--- src/rtl/dl_pkg.sv ---
// dl_pkg: shared state encoding, parameter defaults and FIFO entry layout for the download router
package dl_pkg;
  localparam int NCH_DEF   = 4;
  localparam int AW_DEF    = 24;
  localparam int DEPTH_DEF = 8;
  localparam int AW_MAX    = 28;
  typedef enum logic [2:0] {S_IDLE, S_ACTIVE, S_SKIP, S_DRAIN, S_DONE} state_e;
  // Address field sized for the widest supported AW; narrower builds zero-pad it.
  typedef struct packed {
    logic [AW_MAX-1:0] addr;
    logic [7:0]        data;
  } entry_t;
endpackage

--- src/rtl/dl_fifo.sv ---
// dl_fifo: power-of-two synchronous FIFO with occupancy count; pushes into a full FIFO are dropped
module dl_fifo
  import dl_pkg::*;
#(
  parameter int WIDTH = 8,
  parameter int DEPTH = DEPTH_DEF,
  localparam int PW = $clog2(DEPTH)
) (
  input  logic             clk,
  input  logic             rst_n,
  input  logic             push,
  input  logic             pop,
  input  logic [WIDTH-1:0] wdata,
  output logic [WIDTH-1:0] rdata,
  output logic             full,
  output logic             empty,
  output logic [PW:0]      count
);
  logic [WIDTH-1:0] mem_q [DEPTH];
  logic [PW-1:0] wr_q, rd_q;
  logic [PW:0] cnt_q;
  logic do_push, do_pop;
  assign do_push = push && !full;
  assign do_pop  = pop && !empty;
  assign full    = cnt_q == (PW+1)'(DEPTH);
  assign empty   = cnt_q == '0;
  assign count   = cnt_q;
  assign rdata   = mem_q[rd_q];
  always_ff @(posedge clk or negedge rst_n)
    if (!rst_n) begin
      wr_q  <= '0;
      rd_q  <= '0;
      cnt_q <= '0;
    end else begin
      wr_q  <= wr_q + PW'(do_push);
      rd_q  <= rd_q + PW'(do_pop);
      cnt_q <= cnt_q + (PW+1)'(do_push) - (PW+1)'(do_pop);
    end
  always_ff @(posedge clk)
    if (do_push) mem_q[wr_q] <= wdata;
endmodule

--- src/rtl/dl_router.sv ---
// dl_router: steers HPS ioctl download bytes to the channel claiming the file index,
// offsetting by that channel's base address, through a FIFO to a ready/valid output.
module dl_router
  import dl_pkg::*;
#(
  parameter int NCH   = NCH_DEF,
  parameter int AW    = AW_DEF,
  parameter int DEPTH = DEPTH_DEF,
  localparam int CW   = NCH > 1 ? $clog2(NCH) : 1
) (
  input  logic              clk_sys,
  input  logic              reset_n,
  input  logic              ioctl_download,
  input  logic              ioctl_wr,
  input  logic [AW-1:0]     ioctl_addr,
  input  logic [7:0]        ioctl_dout,
  input  logic [7:0]        ioctl_index,
  output logic              ioctl_wait,
  input  logic [NCH*8-1:0]  idx_map,
  input  logic [NCH*AW-1:0] base_addr,
  output logic [NCH-1:0]    dn_go,
  output logic              dn_wr,
  input  logic              dn_ready,
  output logic [AW-1:0]     dn_addr,
  output logic [7:0]        dn_data,
  output logic [CW-1:0]     dn_ch,
  output logic [NCH-1:0]    dn_done,
  output logic [AW-1:0]     dn_len,
  output logic              overflow
);
  localparam int CNTW = $clog2(DEPTH) + 1;
  state_e state_q, state_d;
  logic [CW-1:0] ch_q, ch_d, hit_ch, dn_ch_q, dn_ch_d;
  logic [AW-1:0] base_q, base_d, cnt_q, cnt_d, len_q, len_d, addr_q, addr_d, sum;
  logic [7:0] data_q, data_d;
  logic prev_q, ovf_q, wr_q, wr_d, hit, push, pop, full, empty, xfer, start, unused_addr;
  logic [CNTW-1:0] count;
  entry_t wentry, rentry;
  assign sum         = ioctl_addr + base_q;
  assign wentry      = '{addr: AW_MAX'(sum), data: ioctl_dout};
  assign push        = state_q == S_ACTIVE && ioctl_wr;
  assign xfer        = wr_q && dn_ready;
  assign pop         = !empty && (!wr_q || dn_ready);
  assign start       = state_q == S_IDLE && ioctl_download && !prev_q;
  assign unused_addr = &{1'b0, rentry.addr};
  dl_fifo #(.WIDTH($bits(entry_t)), .DEPTH(DEPTH)) u_fifo (
    .clk   (clk_sys),
    .rst_n (reset_n),
    .push  (push),
    .pop   (pop),
    .wdata (wentry),
    .rdata (rentry),
    .full  (full),
    .empty (empty),
    .count (count)
  );
  // Scan downward so the lowest matching channel is the one left standing.
  always_comb begin
    hit = 1'b0;
    hit_ch = '0;
    for (int c = NCH - 1; c >= 0; c--)
      if (idx_map[8*c +: 8] == ioctl_index) begin
        hit = 1'b1;
        hit_ch = CW'(c);
      end
  end
  always_comb begin
    state_d = state_q;
    ch_d = ch_q;
    base_d = base_q;
    case (state_q)
      S_IDLE: if (start) begin
        state_d = hit ? S_ACTIVE : S_SKIP;
        ch_d = hit_ch;
        base_d = base_addr[AW*hit_ch +: AW];
      end
      S_ACTIVE: if (!ioctl_download) state_d = S_DRAIN;
      S_SKIP:   if (!ioctl_download) state_d = S_IDLE;
      S_DRAIN:  if (empty && !wr_q) state_d = S_DONE;
      default:  state_d = S_IDLE;
    endcase
  end
  assign cnt_d   = start ? '0 : (xfer && !(&cnt_q)) ? cnt_q + AW'(1) : cnt_q;
  assign len_d   = (state_q == S_DRAIN && state_d == S_DONE) ? cnt_q : len_q;
  assign wr_d    = pop || (wr_q && !dn_ready);
  assign addr_d  = pop ? rentry.addr[AW-1:0] : addr_q;
  assign data_d  = pop ? rentry.data : data_q;
  assign dn_ch_d = pop ? ch_q : dn_ch_q;
  // prev_q resets high so a download already active at release is not a start;
  // it is forced low in DRAIN/DONE so a held-off request is seen on reaching IDLE.
  always_ff @(posedge clk_sys or negedge reset_n)
    if (!reset_n) begin
      state_q <= S_IDLE;
      ch_q    <= '0;
      base_q  <= '0;
      cnt_q   <= '0;
      len_q   <= '0;
      prev_q  <= 1'b1;
      ovf_q   <= 1'b0;
      wr_q    <= 1'b0;
      addr_q  <= '0;
      data_q  <= '0;
      dn_ch_q <= '0;
    end else begin
      state_q <= state_d;
      ch_q    <= ch_d;
      base_q  <= base_d;
      cnt_q   <= cnt_d;
      len_q   <= len_d;
      prev_q  <= (state_q == S_DRAIN || state_q == S_DONE) ? 1'b0 : ioctl_download;
      ovf_q   <= ovf_q || (push && full);
      wr_q    <= wr_d;
      addr_q  <= addr_d;
      data_q  <= data_d;
      dn_ch_q <= dn_ch_d;
    end
  assign ioctl_wait = state_q == S_DRAIN || (state_q == S_ACTIVE && 32'(count) >= DEPTH - 2);
  assign dn_go      = (state_q == S_ACTIVE || state_q == S_DRAIN || state_q == S_DONE) ? NCH'(1) << ch_q : '0;
  assign dn_done    = state_q == S_DONE ? NCH'(1) << ch_q : '0;
  assign dn_wr      = wr_q;
  assign dn_addr    = addr_q;
  assign dn_data    = data_q;
  assign dn_ch      = dn_ch_q;
  assign dn_len     = len_q;
  assign overflow   = ovf_q;
endmodule

--- config.mk ---
export PLATFORM = sky130hd
export DESIGN_NAME = dl_router
export DESIGN_NICKNAME = d
export VERILOG_FILES = /design/src/rtl/dl_pkg.sv /design/src/rtl/dl_fifo.sv /design/src/rtl/dl_router.sv
export SDC_FILE = /design/constraint.sdc
export NUM_CORES = 1
export LEC_CHECK = 0
export ABC_AREA = 1
export BUFFER_PORTS_ARGS = -buffer_cell sky130_fd_sc_hd__buf_4
export CORE_MARGIN = 4
export CORE_UTILIZATION = 61
export DETAILED_ROUTE_END_ITERATION = 16
export PLACE_DENSITY = 0.92
export SLEW_MARGIN = 20
export SYNTH_ARGS = -nofsm -noshare
export SYNTH_HDL_FRONTEND = slang
export SYNTH_HIERARCHICAL = 1
export SYNTH_SLANG_ARGS = --single-unit
--- constraint.sdc ---
create_clock -name clk_sys -period 7.15 [get_ports clk_sys]
set_clock_uncertainty 0.15 [all_clocks]
set_input_delay 0 -clock clk_sys [delete_from_list [all_inputs] [get_ports clk_sys]]
set_output_delay 0 -clock clk_sys [all_outputs]
set_load 0.01 [all_outputs]
* Word level (Yosys, flattened, before mapping)
Memories as Yosys holds them, arrays and structs flattened. A register that Yosys moved wholly into a read port is not among the register bits. Cells that the tools add are included. W data, S select, Z words.
Storage, ports and cells: register bits after elaboration 92, bits in writable memories 256, input bits 173, output and inout port bits 69, word-level logic and storage cells 86, memories 1
Operators by class: add/subtract/negate cells 6, multiply operators 1, $lt $le $gt $ge 1, equality and inequality tests 10, shifts and indexed selects 2, muxes and demuxes 21, reductions and logical operators 32
Memory list:
- u_fifo.mem_q | depth 8, bits a word 32, rd ports 1, clocked after Yosys merged registers in 1, wr ports 1, line dl_fifo.sv:19 | logic [WIDTH-1:0] mem_q [DEPTH];
Operator list (count):
- $shiftx A96 B8 Y24 | 1
- $mux W24 | 2
- $eq A8 B8 Y1 | 4
- $add A24 B1 Y24 const B | 1
- $add A24 B24 Y24 | 1
- $reduce_and A24 Y1 | 1
- $logic_and A1 B1 Y1 | 13
- $mux W3 | 4
- $pmux W3 S4 | 1
- $mux W2 | 5
- $mux W4 | 2
- $logic_not A1 Y1 | 7
- $logic_or A1 B1 Y1 | 7
- $mux W1 | 7
- $add A3 B1 Y3 | 2
- $eq A3 B2 Y1 const B | 2
- $eq A3 B3 Y1 const B | 2
- $add A4 B1 Y4 | 1
- $eq A4 B4 Y1 const B | 1
- $ge A4 B3 Y1 const B | 1
- $logic_not A4 Y1 | 1
- $mul A2 B2 Y4 const A | 1
- $shl A1 B2 Y4 const A | 1
- $sub A4 B1 Y4 | 1
- 4 further kinds | 4

* Depth between registers and ports, before layout
Gate-level depths: netlist of the first run.
word-level depth 10, gate-level depth with buffers 17, depth with buffers taken out 15

* Cells and area by module
The synthesis of the first run kept the hierarchy.
By module, submodules not included:
- dl_fifo | instances 1, cells an instance 1303, area each 13073.8 um2, sequential area each 8898.5 um2
- dl_router | instances 1, cells an instance 1207, area each 7977.7 um2, sequential area each 2854.0 um2

* Least setup slack after synthesis of the first run
OpenSTA, ideal clock, no wires.
path kind register -> register, start point reg state_q[2], end point mem u_fifo/mem_q[6][0] (netlist name), enable pin, setup time 0.474 ns, arrival 3.538 ns, required time 6.526 ns, path slack 2.987 ns, stages on the path, launching flop included 8, buffers on the path 0, clock period less this slack 4.163 ns, path through dfrtp_1 > nor2_1 > inv_1 > nor2_1 > inv_1 > nor2_1 > o21ai_2 > nor3_1
Between the ends: word-level cells in the longest chain between the ends 5
RTL lines:
- start: declaration | line dl_router.sv:32 | state_e state_q, state_d;
- start signal: assignment | line dl_router.sv:105 | state_q <= state_d;
- $eq A3 B1 Y1 | line dl_router.sv:41 | assign push = state_q == S_ACTIVE && ioctl_wr;
- $logic_and A1 B1 Y1 | line dl_router.sv:41
- named net push | line dl_router.sv:36 | logic prev_q, ovf_q, wr_q, wr_d, hit, push, pop, full, empty, xfer, start, unused_addr;
- $logic_and A1 B1 Y1 | line dl_fifo.sv:23 | assign do_push = push && !full;
- $mux W1 | line dl_fifo.sv:40 | if (do_push) mem_q[wr_q] <= wdata;
- $mux W1 (not written as such) | line dl_fifo.sv:40
- end: declaration | line dl_fifo.sv:19
The timed path passes the listed nets, and every way through them passes these cells.

* Worst setup path in the final report of the first run
start point in ioctl_index[6], end point reg base_q[6]
Between the ends: word-level cells in the longest chain between the ends 7, elaborated cells between the ends (all ways) 10, those cells by class mul: 1; eq/ne: 4; shift: 1; mux: 4
RTL lines:
- start: declaration | line dl_router.sv:17 | input logic [7:0] ioctl_index,
- $eq A8 B8 Y1 | line dl_router.sv:62 | if (idx_map[8*c +: 8] == ioctl_index) begin
- $mux W2 (3 in a row) | line dl_router.sv:62
- $mux W2 * | line dl_router.sv:62
- $mul A2 B2 Y4 * | line dl_router.sv:75 | base_d = base_addr[AW*hit_ch +: AW];
- $shiftx A96 B8 Y24 * | line dl_router.sv:75
- end signal: assignment | line dl_router.sv:107 | base_q <= base_d;
- end: declaration | line dl_router.sv:34 | logic [AW-1:0] base_q, base_d, cnt_q, cnt_d, len_q, len_d, addr_q, addr_d, sum;
Mark *: on every way between the ends. The rest lies on a longest branch, timed or not. A chain may end at the register's enable or synchronous reset.

==> results of run 1 <==
[layer usage]
layer  part of all wire, %  up-vias  routed length [um]
met2                    50     1091               28700
met5                     0        -                   0
li1                      -     7979                   -
met1                    35     7999               20300
met4                   5.4        0                3100
met3                   9.6      229                5540
[through the flow]
| stage | cells | total power, W |
|---|---|---|
| after floorplan | 2377 | 0.00523 |
| after global placement | 2943 | 0.00603 |
| after detailed placement | 2943 | 0.00620 |
| after CTS | 3109 | 0.00853 |
| after global routing | 3113 | 0.00906 |
| final | 3113 | 0.00860 |
[power groups by stage]
stage               registers, W  clock network [W]  logic (W)
finish                   0.00326            0.00222    0.00312
global route             0.00329            0.00234    0.00343
CTS                      0.00325            0.00223    0.00304
detailed placement       0.00329                  0    0.00291
global placement         0.00327                  0    0.00276
floorplan                0.00320                  0    0.00203
[layout make-up]
| type | instances | share of cell area (%) |
|---|---|---|
| clock buffers | 45 | 4.31 |
| repair buffers | 357 | 12.2 |
| clock inverters | 27 | 1.55 |
| flip-flops and latches | 380 | 44.8 |
| inverters | 463 | 7.22 |
| well taps | 402 | 2.09 |
| multi-input cells | 1435 | 27.8 |
| diodes | 4 | 0.0415 |
[cells in the final DEF, fill, tap and decap left out, types with 3 or more instances in the layout]
cell and instances:
edfxtp_1 256, clkinv_1 4, o21ai_0 50, nand2_2 3, inv_1 456, bufinv_16 8
nor3_2 8, clkinv_2 12, ha_1 34, nand3_1 253, buf_4 261, nand4_1 17
nor3_1 30, clkbuf_16 40, diode_2 4, inv_2 5, dlygate4sd3_1 93, xor2_1 39
dfrtp_1 121, a21oi_1 28, clkbuf_1 3, xnor2_1 15, o21ai_1 17, o21bai_1 6
nor2_1 69, nand2_1 843
[flip-flops by register name, indices dropped and copies added (netlist names), 4 cells and up]
| register | count |
|---|---|
| base_q | 24 |
| u_fifo/mem_q | 256 |
| dn_len | 24 |
| u_fifo/count | 4 |
| dn_addr | 24 |
| dn_data | 8 |
| cnt_q | 24 |
[critical path, delay by kind of cell]
kind	cells	cell delay (ns)
AND/OR/NAND/NOR	9	2.33
AO/OA/AOI/OAI	1	0.13
buffers and inverters	3	1.29
[worst paths after layout]
check	startpoint	end	cells past startpoint
max	ioctl_index[6]	base_q[6]	13
min	ioctl_addr[6]	u_fifo/mem_q[5][14]	3
max reg2reg	base_q[3]	u_fifo/mem_q[3][23]	8
min reg2reg	base_q[17]	base_q[17]	2
max in group asynchronous	reset_n	u_fifo/rd_q[0]	4
min in group asynchronous	reset_n	dn_data[5]	4
[timing repair]
action                                 in CTS  in global routing
hold buffers                               94                  0
resized for setup                           0                  0
endpoints found under the hold margin     206                  0
==> metrics.txt, run 1 <==
Worst Path Max Fanout=49; Clock transition at path regs=0.06 ns; detailed placer's ending HPWL=34.9 mm; pre-CTS setup slack=4.18 ns; initial antenna violation count=4; vias=17298; Critical-path top delay cell=nand2_2; Setup Crit Path Kind=in -> reg; Lkg Pwr=12.1 nW; first-pass GRT wire length=91.4 mm; DIE AREA=35200 sq um; post-DR vias/cell=5.56; Chip Height=188 um; Int Power=0.00532 W; Final Max Slew Viols=0; cell chain of the critical path=buf_4 -> or2_1 -> a21oi_1 -> nand3_1 -> nand2_2 -> nand2_2 -> nand2_1 -> nand3_1 -> dlygate4sd3_1 -> nand2_1 -> dlygate4sd3_1 -> nand2_1 -> nand2_1; post-CTS setup repair buffer count=0; Mean Syn Cell Area=8.28 sq um; Net Count, Synth=2586; crit-path max cell delay=0.75 ns; fin crit share=48.3%; Placed Area=21700 sq um; initial core utilization=62.1%; clk root buf=clkbuf_16; layout cells sized above 1=13.2%; register area=10800 sq um; largest net degree at the start of global routing=109; Core Util, Final=76.0%; outcome=finished clean; H-Tree Depth=2; Worst setup SP type=input port; Comb pwr share=36.2%; clock buffer depth=3; setup ws final=3.70 ns; max cap viols=0; Fin Hold WS=0.0340 ns; CTS buffer count=39; Core Area=31700 sq um; setup TNS=0 ns; M3 GR Usage=6.11%; P&R area growth vs syn=22.4%; Clock power frac=25.9%; Post-Synthesis Cells=2377; DR WL/cell=18.5 um; FP Rows=65; setup violators final=0; Multi-input gate area=6700 sq um; gpl congestion=0.924; DRT Pass-1 Iters=8; drt first-iter violations=1860; clock sink count=380; I/O Buffers=241; DRT antenna net count=0; vias in the first global route=17749; Synth Cell Area=19700 sq um; met1 Track Usage GR=38.8%; Max Freq=289 MHz; GRT Overall Usage=32.5%; die width=188 um; Clock Latency Late Sink=0.54 ns; Net Sw Frac=38.1%; slew margin rel.=31.6%; met2 Usage GRT=56.1%; Crit path required time=7.46 ns; critical path arrival=3.76 ns; hold violation count in the final report=0; Max VDD drop=0.382 mV; crit-path most repeated cell=nand2_1; reg2reg setup slack=4.10 ns; yosys warns=6; PwrDens=357 nW/um^2; worst hold path type=in -> reg; CTS tree=yes; Reg power frac=37.9%; grt total ovfl=0; I/O pin count=242; slew at the pin closest to its max-slew limit=1.02 ns; RSZ-0062 raised after global routing=false; fin area=24100 sq um; NetSw=0.00328 W; Detailed Route WL=57.7 mm; # fillers=2003; crit end category=flop; Final nets=2885; Most Crowded Layer GR=met2; DR DRC count=0; fin crit period=3.45 ns
No activity file was read; power rests on OpenSTA's default activity.
==> inputs of run 2 (changes only) <==
--- a/config.mk
+++ b/config.mk
@@ -5,12 +5,12 @@
 export SDC_FILE = /design/constraint.sdc
 export NUM_CORES = 1
 export LEC_CHECK = 0
-export ABC_AREA = 1
+export ABC_AREA = 0
 export BUFFER_PORTS_ARGS = -buffer_cell sky130_fd_sc_hd__buf_4
 export CORE_MARGIN = 4
-export CORE_UTILIZATION = 61
+export CORE_UTILIZATION = 58
 export DETAILED_ROUTE_END_ITERATION = 16
-export PLACE_DENSITY = 0.92
+export PLACE_DENSITY = 0.89
 export SLEW_MARGIN = 20
 export SYNTH_ARGS = -nofsm -noshare
 export SYNTH_HDL_FRONTEND = slang
==> constraint.sdc (replaced) <==
create_clock -name clk_sys -period 3.6 [get_ports clk_sys]
set_clock_uncertainty 0.15 [all_clocks]
set_input_delay 0 -clock clk_sys [delete_from_list [all_inputs] [get_ports clk_sys]]
set_output_delay 0 -clock clk_sys [all_outputs]
set_load 0.01 [all_outputs]
==> run 2 against run 1 <==
Compared with the run above:
- clock power is 76% higher
- clock-buffer cell count is 12 higher
- non-clock buffer count down 7
- global-route usage shrank 5.2 points
- die area shrank 7.6%
- sequential power grew 79%
- flip-flop and latch count did not move
- largest power group unchanged
- utilization is 1.4 points lower
- routed wire length fell by 21%
- critical endpoint is now base_q[11]
- power up 59%
- sequential share of layout area rose by 5.1 points
- worst setup slack got worse by 3.4 ns
==> metrics.txt, run 2 <==
max reg flops=256; FP Rows=62; fin crit period=3.26 ns; drt first-iter violations=849; initial core utilization=59.4%; RSZ-0062 raised after global routing=false; Post-Synthesis Cells=1070; DR DRC count=0; Final Max Slew Viols=0; first-pass GRT wire length=69.2 mm; outcome=finished clean; DIE AREA=32500 sq um; Net Count, Synth=1279; grt total ovfl=0; Clock Latency Late Sink=0.52 ns; vias in the first global route=11867; max cap viols=0; clk root buf=clkbuf_16; PwrDens=633 nW/um^2; met2 Usage GRT=49.3%; crit end category=flop; Biggest register=u_fifo/mem_q; Ant. Diodes=0; post-CTS setup repair buffer count=0; GRT Overall Usage=27.3%; CP Buf/Inv Count=4; post-DR vias/cell=6.12; Final nets=1630; Detailed Route WL=45.3 mm; critical path arrival=3.50 ns; commonest non-fill, non-tap cells in the layout=buf_4 (261), edfxtp_1 (256), dfrtp_1 (121), mux2_2 (90), dlygate4sd3_1 (86); Max VDD drop=0.347 mV; cell chain of the critical path=buf_4 -> xor2_1 -> nor4_2 -> o211ai_1 -> a21boi_4 -> buf_4 -> mux2i_1 -> dlygate4sd3_1 -> o21ai_1 -> dlygate4sd3_1; hold violation count in the final report=0; Lkg Pwr=8.80 nW; Core Area=29000 sq um; commonest non-fill, non-tap cell in the layout=buf_4; pre-CTS setup slack=0.537 ns; fin crit share=90.5%; P&R area growth vs syn=25.6%; Mean Syn Cell Area=16.1 sq um; M3 GR Usage=4.42%; setup ws final=0.344 ns; slew margin rel.=45.9%; largest net degree at the start of global routing=64; Final Non-Filler Cells=1833; Setup Crit Path Kind=in -> reg; clock buffer depth=3; DRT antenna net count=0; Clock transition at path regs=0.06 ns; detailed placer's ending HPWL=28.3 mm; CTS tree=yes; slew at the pin closest to its max-slew limit=0.804 ns; Worst setup SP type=input port; clock sink count=380; crit-path max cell delay=0.57 ns; yosys warns=6; gpl congestion=0.898; worst hold path type=in -> reg; initial antenna violation count=0; H-Tree Depth=2; Crit path required time=3.84 ns; setup violators final=0; DR WL/cell=24.7 um; placed cell count=1676; Synth Cell Area=17200 sq um; Most Crowded Layer GR=met2; die width=180 um; met1 Track Usage GR=33.8%; layout cells sized above 1=30.1%; CTS buffer count=39; vias=11224; Chip Height=180 um; Worst Path Max Fanout=27; setup TNS=0 ns; Largest delay share family, worst path=buffers and inverters; I/O Buffers=241; I/O pin count=242; DRT Pass-1 Iters=5; CTS resizes=0; Critical-path top delay cell=dlygate4sd3_1; Max Freq=307 MHz
==> run 2: final timing paths <==
check / cells past startpoint / startpoint / slack (ns) / to
worst max-delay path: 10 / ioctl_index[6] / 0.34 / base_q[11]
worst min-delay path: 3 / ioctl_addr[13] / 0.03 / u_fifo/mem_q[4][21]
worst max register to register: 10 / base_q[0] / 0.49 / u_fifo/mem_q[1][28]
worst min register to register: 1 / overflow / 0.31 / overflow
max in group asynchronous: 4 / reset_n / 2.05 / cnt_q[17]
min in group asynchronous: 3 / reset_n / 0.42 / dn_addr[5]
==> run 2: stage by stage <==
step / total power, W / instance area, sq um / hold WS [ns] / util [%]
6_report: 0.0137 / 21600 / 0.0297 / 74.6
5_1_grt: 0.0143 / 21600 / 0.0407 / 74.6
4_1_cts: 0.0137 / 21600 / 0.0110 / 74.6
3_5_place_dp: 0.00966 / 19500 / -0.0417 / 67.3
3_3_place_gp: 0.00942 / 19500 / -0.0489 / 67.3
2_1_floorplan: 0.00830 / 17200 / -0.446 / -
==> run 2: tightest hold or removal path, cell delays in order <==
cell,delay (ns)
buf_4,0.08
ha_1,0.21
xor2_1,0.20
==> run 2: layer usage <==
layer  vias up  wire length (um)
li1       4888                 -
met1      5606             16600
met2       620             24100
met3       110              2990
met4         0              1620
met5         -                 0
==> run 2: layout make-up <==
class	count	area (sq um)
Fill cell	1649	7370
Tap cell	384	480
Timing Repair Buffer	350	2870
Multi-Input combinational cell	628	6180
Clock inverter	12	120
Clock buffer	57	1110
Inverter	22	82.6
Sequential cell	380	10800
==> run 2: where the power goes <==
| group | total, W | switching, W | internal, W |
|---|---|---|---|
| Sequential | 0.00585 | 0.000438 | 0.00542 |
| Combinational | 0.00393 | 0.00190 | 0.00203 |
| Clock | 0.00391 | 0.00162 | 0.00229 |
==> run 2: what timing repair did <==
item | in CTS | in global routing
hold buffers | 87 | 0
endpoints found under the hold margin | 197 | 0
setup endpoints to repair | 0 | 1
==> inputs of run 3 (changes only) <==
--- a/config.mk
+++ b/config.mk
@@ -11,6 +11,7 @@
 export CORE_UTILIZATION = 58
 export DETAILED_ROUTE_END_ITERATION = 16
 export PLACE_DENSITY = 0.89
+export RECOVER_POWER = 100
 export SLEW_MARGIN = 20
 export SYNTH_ARGS = -nofsm -noshare
 export SYNTH_HDL_FRONTEND = slang
==> run 3 against run 2 <==
Compared with the run above:
- the flow now finishes with violations (capacitance limit, slew limit)
- maximum frequency down 3.7%
- hold slack hardly changed
- clock power hardly changed
- sequential power barely moved
- die area unchanged
- via count increased by 0.37%
- global-route usage stayed put
- power shrank 1.5%
- critical endpoint unchanged
==> metrics.txt, run 3 (synthesis results as in run 2) <==
crit-path most repeated cell=dlygate4sd3_1; max cap viols=1; first-pass GRT wire length=69.2 mm; Max Freq=296 MHz; Detailed Route WL=45.4 mm; outcome=finished, violations left; Core Util, Final=73.3%; clk root buf=clkbuf_16; Setup Crit Path Kind=in -> reg; RSZ-0062 raised after global routing=false; crit-path max cell delay=0.58 ns; Final nets=1630; Fin Hold WS=0.0300 ns; Chip Height=180 um; fin area=21300 sq um; vias in the first global route=11867; grt total ovfl=0; DR WL/cell=24.8 um; setup TNS=0 ns; die width=180 um; detailed placer's ending HPWL=28.3 mm; gpl congestion=0.898; Clock Latency Late Sink=0.52 ns; critical path arrival=3.62 ns; Max VDD drop=0.349 mV; Worst setup SP type=input port; Biggest register=u_fifo/mem_q; DR DRC count=0; vias=11266; CTS resizes=0; drt first-iter violations=840; Crit path required time=3.84 ns; CTS buffer count=39; FP Rows=62; hold violation count in the final report=0; DIE AREA=32500 sq um; initial antenna violation count=0; post-CTS setup repair buffer count=0; clock sink count=380; fin crit period=3.38 ns; DRT antenna net count=0; Placed Area=19500 sq um; P&R area growth vs syn=23.4%; slew margin rel.=-20.9%; worst hold path type=in -> reg; commonest non-fill, non-tap cells in the layout=edfxtp_1 (256), buf_4 (170), dfrtp_1 (121), clkbuf_1 (90); slew at the pin closest to its max-slew limit=1.81 ns; H-Tree Depth=2; crit end category=flop; I/O Buffers=241; Core Area=29000 sq um; Ant. Diodes=0; I/O pin count=242; Critical-path top delay cell=dlygate4sd3_1; GRT Overall Usage=27.3%; CTS tree=yes; largest net degree at the start of global routing=64; Lkg Pwr=8.48 nW; layout cells sized above 1=23.9%; cell chain of the critical path=clkbuf_1 -> xor2_1 -> nor4_2 -> o211ai_1 -> a21boi_4 -> buf_4 -> mux2i_1 -> dlygate4sd3_1 -> o21ai_1 -> dlygate4sd3_1; Worst Path Max Fanout=27; max reg flops=256; Clock transition at path regs=0.06 ns; clock buffer depth=3; reg2reg setup slack=0.28 ns; commonest non-fill, non-tap cell in the layout=edfxtp_1; PwrDens=635 nW/um^2; post-DR vias/cell=6.15; Final Max Slew Viols=63; DRT Pass-1 Iters=5; violated checks=capacitance limit, slew limit; fin crit share=93.9%; setup violators final=0; initial core utilization=59.4%
==> run 3: changes by cell type in the layout (fill, tap and decap cells not counted), sizes merged <==
cell	before	now
buf	264	172
clkbuf	57	149
==> run 3: final cells by class <==
cell class	count	area (sq um)
clock buffers	57	1110
clock inverters	12	120
fillers	1774	7750
inverters	22	82.6
multi-input cells	628	6130
flip-flops and latches	380	10800
well taps	384	480
repair buffers	350	2540
==> run 3: timing repair <==
item	CTS	global route
endpoints found under the setup margin	0	1
endpoints found under the hold margin	197	0
hold buffers	87	0
==> run 3: final timing paths <==
kind	cells past startpoint	to	from
hold reg to reg	1	overflow	overflow
hold / removal	3	u_fifo/mem_q[7][21]	ioctl_addr[13]
setup / recovery	10	base_q[11]	ioctl_index[6]
min in group asynchronous	3	dn_addr[5]	reset_n
max in group asynchronous	4	dn_addr[22]	reset_n
setup reg to reg	8	u_fifo/mem_q[6][29]	base_q[1]
==> run 3: worst max-delay path: cells and delay by family <==
family | cells | cell delay [ns]
compound gates | 3 | 0.94
xor+xnor | 1 | 0.19
buf+inv | 4 | 1.92
mux | 1 | 0.26
simple gates | 1 | 0.32
==> run 3: report_power, final <==
part / switching, W / internal (W) / total [W] / leakage [nW]
logic: 0.00189 / 0.00184 / 0.00373 / 3.97
clock network: 0.00162 / 0.00229 / 0.00392 / 0.607
registers: 0.000428 / 0.00542 / 0.00585 / 3.90
total: 0.00394 / 0.00955 / 0.0135 / 8.48
==> run 3: routing by layer <==
layer	GRT usage, %	routed length (um)
met1	33.8	16400
met2	49.3	24100
met3	4.42	3180
met4	8.71	1640
met5	0	0
==> run 3: per-stage QoR <==
| stage | setup slack [ns] | total power (W) | cells |
|---|---|---|---|
| floorplan | 0.432 | 0.00830 | 1070 |
| global placement | 0.686 | 0.00942 | 1676 |
| detailed placement | 0.537 | 0.00966 | 1676 |
| CTS | 0.307 | 0.0137 | 1832 |
| global route | 0.0748 | 0.0141 | 1833 |
| finish | 0.218 | 0.0135 | 1833 |
